## src/rtl/fsm_striping_ctrl.sv

```systemverilog
// Link control FSM for the 4-lane byte striper.
// Sequences RESET/INIT/IDLE/ACTIVE/ERROR and deals bytes round-robin to lanes.
module fsm_striping_ctrl #(
   parameter int DATA_W = 8,
   parameter int TH_W   = 3
) (
   input  logic              clk,
   input  logic              reset,
   input  logic              init,
   input  logic [TH_W-1:0]   th_high_in,
   input  logic [TH_W-1:0]   th_low_in,
   input  logic [3:0]        fifo_empty,
   input  logic [3:0]        fifo_error,
   input  logic              valid_in,
   input  logic [DATA_W-1:0] data_in,
   output logic [TH_W-1:0]   th_high_out,
   output logic [TH_W-1:0]   th_low_out,
   output logic [2:0]        state,
   output logic              idle_out,
   output logic              active_out,
   output logic [3:0]        error_out,
   output logic [3:0]        valid_out,
   output logic [DATA_W-1:0] data_out,
   output logic [1:0]        lane_sel
);

   typedef enum logic [2:0] {
      S_RESET  = 3'd0,
      S_INIT   = 3'd1,
      S_IDLE   = 3'd2,
      S_ACTIVE = 3'd3,
      S_ERROR  = 3'd4
   } state_t;

   state_t              r_state;
   state_t              w_next;
   logic [TH_W-1:0]     r_th_high;
   logic [TH_W-1:0]     r_th_low;
   logic                r_idle;
   logic                r_active;
   logic [3:0]          r_err;
   logic [3:0]          r_valid;
   logic [DATA_W-1:0]   r_data;
   logic [1:0]          r_lane;
   logic                w_err;
   logic                w_accept;

   assign w_err    = |fifo_error;
   assign w_accept = valid_in &&
                     ((r_state == S_IDLE) || (r_state == S_ACTIVE));

   // Next-state: lane error beats init, init beats empty-flag moves
   always_comb begin
      w_next = r_state;
      unique case (r_state)
         S_RESET: w_next = S_INIT;
         S_INIT: begin
            if (w_err)     w_next = S_ERROR;
            else if (init) w_next = S_INIT;
            else           w_next = S_IDLE;
         end
         S_IDLE: begin
            if (w_err)                     w_next = S_ERROR;
            else if (init)                 w_next = S_INIT;
            else if (fifo_empty != 4'hF)   w_next = S_ACTIVE;
            else                           w_next = S_IDLE;
         end
         S_ACTIVE: begin
            if (w_err)                     w_next = S_ERROR;
            else if (init)                 w_next = S_INIT;
            else if (fifo_empty == 4'hF)   w_next = S_IDLE;
            else                           w_next = S_ACTIVE;
         end
         S_ERROR: w_next = S_ERROR;
         default: w_next = S_RESET;
      endcase
   end

   // State, config latch, sticky error capture and lane striping
   always_ff @(posedge clk) begin
      if (!reset) begin
         r_state   <= S_RESET;
         r_th_high <= '0;
         r_th_low  <= '0;
         r_idle    <= 1'b0;
         r_active  <= 1'b0;
         r_err     <= 4'h0;
         r_valid   <= 4'h0;
         r_data    <= '0;
         r_lane    <= 2'd0;
      end else begin
         r_state  <= w_next;
         r_idle   <= (w_next == S_IDLE);
         r_active <= (w_next == S_ACTIVE);
         if (r_state == S_INIT) begin
            r_th_high <= th_high_in;
            r_th_low  <= th_low_in;
         end
         if (r_state != S_RESET)
            r_err <= r_err | fifo_error;
         if (w_accept) begin
            r_data  <= data_in;
            r_valid <= 4'b0001 << r_lane;
            r_lane  <= r_lane + 2'd1;
         end else begin
            r_valid <= 4'h0;
            if (r_state == S_INIT)
               r_lane <= 2'd0;
         end
      end
   end

   assign state       = r_state;
   assign th_high_out = r_th_high;
   assign th_low_out  = r_th_low;
   assign idle_out    = r_idle;
   assign active_out  = r_active;
   assign error_out   = r_err;
   assign valid_out   = r_valid;
   assign data_out    = r_data;
   assign lane_sel    = r_lane;

endmodule

```

## config.mk

```make
export PLATFORM = sky130hd
export DESIGN_NAME = fsm_striping_ctrl
export DESIGN_NICKNAME = d
export VERILOG_FILES = /design/src/rtl/fsm_striping_ctrl.sv
export SDC_FILE = /design/constraint.sdc
export NUM_CORES = 1
export LEC_CHECK = 0
export BUFFER_PORTS_ARGS = -buffer_cell sky130_fd_sc_hd__buf_2
export CAP_MARGIN = 20
export CORE_MARGIN = 1.5
export CORE_UTILIZATION = 43
export DETAILED_ROUTE_END_ITERATION = 16
export GPL_ROUTABILITY_DRIVEN = 1
export PLACE_DENSITY = 0.77
export SYNTH_ARGS = -nofsm -noshare
export SYNTH_HDL_FRONTEND = slang
export SYNTH_SLANG_ARGS = --single-unit
```

## constraint.sdc

```tcl
create_clock -name clk -period 1.7 [get_ports clk]
set_clock_uncertainty 0.15 [all_clocks]
set_input_delay 0.255 -clock clk [delete_from_list [all_inputs] [get_ports clk]]
set_output_delay 0.255 -clock clk [all_outputs]
set_load 0.005 [all_outputs]
```

==> After elaboration in Yosys (flattened, before gate mapping) <==
Index checks and enable logic that the tools add are counted.
Widths: inputs -> output; s select.
{ "op_classes": {"add_sub_neg": 1, "eq_ne": 8, "shifts": 1, "n_mux": 11, "n_bitwise": 1, "reduce_logical": 7} }
{ "ops": {"columns": ["operator", "n"], "rows": [
  ["$pmux 3 s5", 1],
  ["$eq 3x2->1 const B", 4],
  ["$mux 2", 5],
  ["$mux 3", 3],
  ["$eq 4x4->1 const B", 1],
  ["$ne 4x4->1 const B", 1],
  ["$or 4x4->4", 1],
  ["$reduce_or 4->1", 1],
  ["$shl 1x2->4 const A", 1],
  ["$eq 3x1->1 const B", 1],
  ["$eq 3x3->1 const B", 1],
  ["$logic_not 3->1", 1],
  ["$reduce_bool 3->1", 1],
  ["$add 2x1->2 const B", 1],
  ["$mux 1", 2],
  ["$reduce_and 2->1", 1],
  ["$reduce_bool 2->1", 1],
  ["$logic_and 1x1->1", 1],
  ["$logic_or 1x1->1", 1]
]} }
{ "word_totals": {"register_bits": 29, "in_bits": 26, "out_inout_bits": 29, "wordCells": 38} }

==> Logic depth before layout (Yosys ltp) <==
{ "depth": {"depth_word": 6, "depth_mapped": 4, "ltp_nobuf": 3} }

==> Least setup slack after synthesis <==
OpenSTA, ideal clock, no wires.
{ "synth_timing": {"path_kind": "register -> register", "start": "register r_state[2], in the netlist state[2]", "end": "register r_lane[1], in the netlist lane_sel[1]", "setup_ns": 0.127, "arrival_time_ns": 1.146, "t_required_ns": 1.423, "slack_ns": 0.277, "path_stages_with_launch": 4, "path_buffers": 0, "period_less_slack_ns": 1.423, "cell_sequence": "dfxtp_1 and3b_1 and4b_1 or3_1"} }
{ "synth_via": {"elab_chain_len": 4, "word_cells_on_any_way": 7, "classes_between": "eq/ne: 3; mux: 1; reduce/logical: 3"} }
{ "synth_lines": {"columns": ["element", "line_no", "source"], "rows": [
  ["start: declaration", "35", "state_t r_state;"],
  ["start signal: assignment", "92", "r_state <= w_next;"],
  ["$eq 3x2->1", "50", "((r_state == S_IDLE) || (r_state == S_ACTIVE));"],
  ["$logic_or 1x1->1", "50", null],
  ["$logic_and 1x1->1", "49", "assign w_accept = valid_in &&"],
  ["$mux 2 / $reduce_bool 2->1 (equally long branches)", null, null],
  ["end signal: assignment", "104", "r_lane <= r_lane + 2'd1;"],
  ["end: declaration", "44", "logic [1:0] r_lane;"]
]} }
Several ways; a longest one is shown, not always the timed one.
A chain may end at the register's enable or synchronous reset.

==> Final worst setup path <==
Same ends and word-level chain as after synthesis.

==> impl_metrics.yaml <==
hold_path:
  hp-start: "data_in[2]"
  hold_path.class: "in -> reg"
  min_to: "data_out[2]"
  min_path_cells: 3
route:
  dr_wl_met2_um: 1020
  post_drt_wl_per_cell_um: 11.0
  dr_wl_met3_um: 204
  vias: 933
  ant_nets: 0
  dr.pass1.iters: 3
  drc_errors: 0
  routed.top_layer: "met4"
  wl_met1_um: 918
  drt_wl_total_um: 2150
  routed_via_density: 4.78
  drt_iter0_markers: 15
die:
  die_h_um: 52.8
  die_w_um: 52.8
  io_pins: 55
  num_rows: 17
  fp.coreArea_mm2: 0.00228
  dieArea_mm2: 0.00279
  start_util_pct: 46.8
finish:
  antennaDiodeCount: 0
  drive_above_1_share_pct: 40.7
  multi_input_area_um2: 464
  nNetsFinal: 193
  fillCellCount: 212
  finalCoreUtilization_pct: 63.2
  area_growth_pct: 35.0
  register_area_um2: 581
placement:
  routabilityCongestion: 0.724
  port_buffers: 54
  dp_hpwl_um: 1680
global_route:
  grt_usage_pct: 18.1
  grt_pass1_wl_um: 3550
  grt_overflow: 0
  grt_pass1_vias: 824
  grt_max_degree: 17
  antenna_found_initial: 0
sta:
  fmax_mhz: 659
  rsz0062_at_grt: "no"
  period_needed_ps: 1520
  hold_violations: 0
  period_share_pct: 89.2
  slew_viol_final: 0
  tns_ps: 0
  max_slew_margin_pct: 78.8
  worstMarginPinSlew_ps: 316
  setup_viol: 0
setup_path:
  reg2reg_setup_slack_ps: 180
  r2r-end: "lane_sel[1]"
  worstSetupPathType: "reg -> reg"
  r2r_cells: 3
  required_ps: 1750
  cp-start-kind: "flip-flop"
  r2r-start: "state[2]"
  cp_slowest_cell: "dfxtp_1"
  cp_max_fo: 9
  end_kind: "flip-flop"
  path_buf_inv: 0
  path_cells: "and3b_1, and4b_1, or3_1"
  critPathMaxStageDelay_ps: 430
  crit_arrival_ps: 1570
  critPathTopFamily: "simple AND/OR/NAND/NOR gates"
clock_tree:
  clk_pin_slew_ps: 80
  cts_inserted_buffers: 5
  cts_num_sinks: 29
  post_cts_buffers: 0
  cts_buffer_depth: 2
  clock_latency_ps: 310
  cts_tree: "built"
  root_buffer: "clkbuf_4"
  post_cts_resized: 0
  h-tree-depth: 2
  cts_hold_buf: 0
synth:
  yosysWarnings: 0
  synthTopCellsByCount: "dfxtp_1, nand2_1, nor2b_1, a21boi_0, mux2i_1"
  synth-async-reset-ratio_pct: 0
  ys_types: 26
  yosysTopAreaCell: "dfxtp_1"
  synth.top_cell.area_share_pct: 54.5
  syn_inst: 106
  netlist_area_mm2: 0.00107
  syn_area_per_cell_um2: 10.1
  synth_nets: 132
  ys_seq_area_share_pct: 54.5
  yosysMostFrequentCell: "dfxtp_1"
  synth-seq-cells: 29
  synth_top_flop_cell: "dfxtp_1"
  synth_edf_count: 0
  yosys-top-cells-area: "dfxtp_1, nand2_1, a21boi_0"
run:
  maxCapViolCount: 0
power:
  irDropWorstVdd_mv: 0.647
  p_switching_uw: 315
  p_per_area_mw_per_mm2: 922
  pwr-share-comb_pct: 14.1
  netSwitchingFraction_pct: 23.7
  clockPowerShare_pct: 30.5
  p_int_uw: 1010
  leakage_uw: 0.000691
  seq_power_share_pct: 55.4
status:
  status: "finished clean"
power by group through the flow:
stage          Sequential [uW]  Clock (uW)  Combinational, uW
3_3_place_gp               749           0                186
4_1_cts                    735         418                190
2_1_floorplan              753           0               99.7
3_5_place_dp               750           0                190
6_report                   735         405                187
5_1_grt                    740         462                209
layer usage:
| layer | GRT usage (%) | vias up |
|---|---|---|
| met5 | 0 | - |
| met4 | 6.41 | 0 |
| met3 | 8.57 | 2 |
| met2 | 28.5 | 42 |
| met1 | 21.3 | 406 |
| li1 | - | 483 |
cell usage in the layout, fill, tap and decap left out, types with 2 or more instances in the layout:
cell type   n
nor2_1      3
nand2_1    19
nand3b_1    2
a21boi_0    9
clkbuf_4    5
buf_2      54
dfxtp_1    29
nor3_1      3
or3_1       2
buf_4       4
mux2i_1     6
a21oi_1     4
and3b_1     2
nor2b_1    10
registers in the layout, summed over array words and instances (netlist names):
signal       cells
idle_out         1
th_low_out       3
state            3
lane_sel         2
th_high_out      3
valid_out        4
error_out        4
active_out       1
data_out         8
cell families (layout without fill, tap and decap cells):
| family | count (synthesis) | after routing | synth area share [%] |
|---|---|---|---|
| AO/OA/AOI/OAI | 16 | 16 | 10.7 |
| buffers and inverters | 5 | 66 | 2.00 |
| multiplexers | 6 | 6 | 5.63 |
| AND/OR/NAND/NOR | 50 | 50 | 27.2 |
| flip-flops | 29 | 29 | 54.5 |
worst max path at each step:
stage                             start  depth (start not counted)  slack, ps           to
after global placement    fifo_error[2]                          4        230     idle_out
after global routing           state[2]                          3        100  lane_sel[1]
after floorplan                state[2]                          3        280  lane_sel[1]
final                          state[2]                          3        180  lane_sel[1]
after detailed placement       state[2]                          3        180  lane_sel[1]
after CTS                      state[2]                          3        180  lane_sel[1]
final cells by class:
cell class	count	area share (%)
Clock buffer	7	3.83
Inverter	1	0.261
Multi-Input combinational cell	72	32.3
Sequential cell	29	40.3
Tap cell	28	2.43
Timing Repair Buffer	58	20.9
through the flow:
stage,hold WS [ps],setup slack (ps),cells,power [uW],instance area [um^2]
after floorplan,241,277,106,852,1070
after global placement,295,230,188,934,1380
after detailed placement,308,181,188,940,1380
after CTS,36.5,180,195,1340,1440
after global routing,24.0,104,195,1410,1440
final,40.3,183,195,1330,1440
tightest hold or removal path, delay by kind of cell:
kind	cells	cell delay [ps]
AO/OA/AOI/OAI	1	60
AND/OR/NAND/NOR	1	50
buffers and inverters	1	100
No activity file was read; power rests on OpenSTA's default activity.
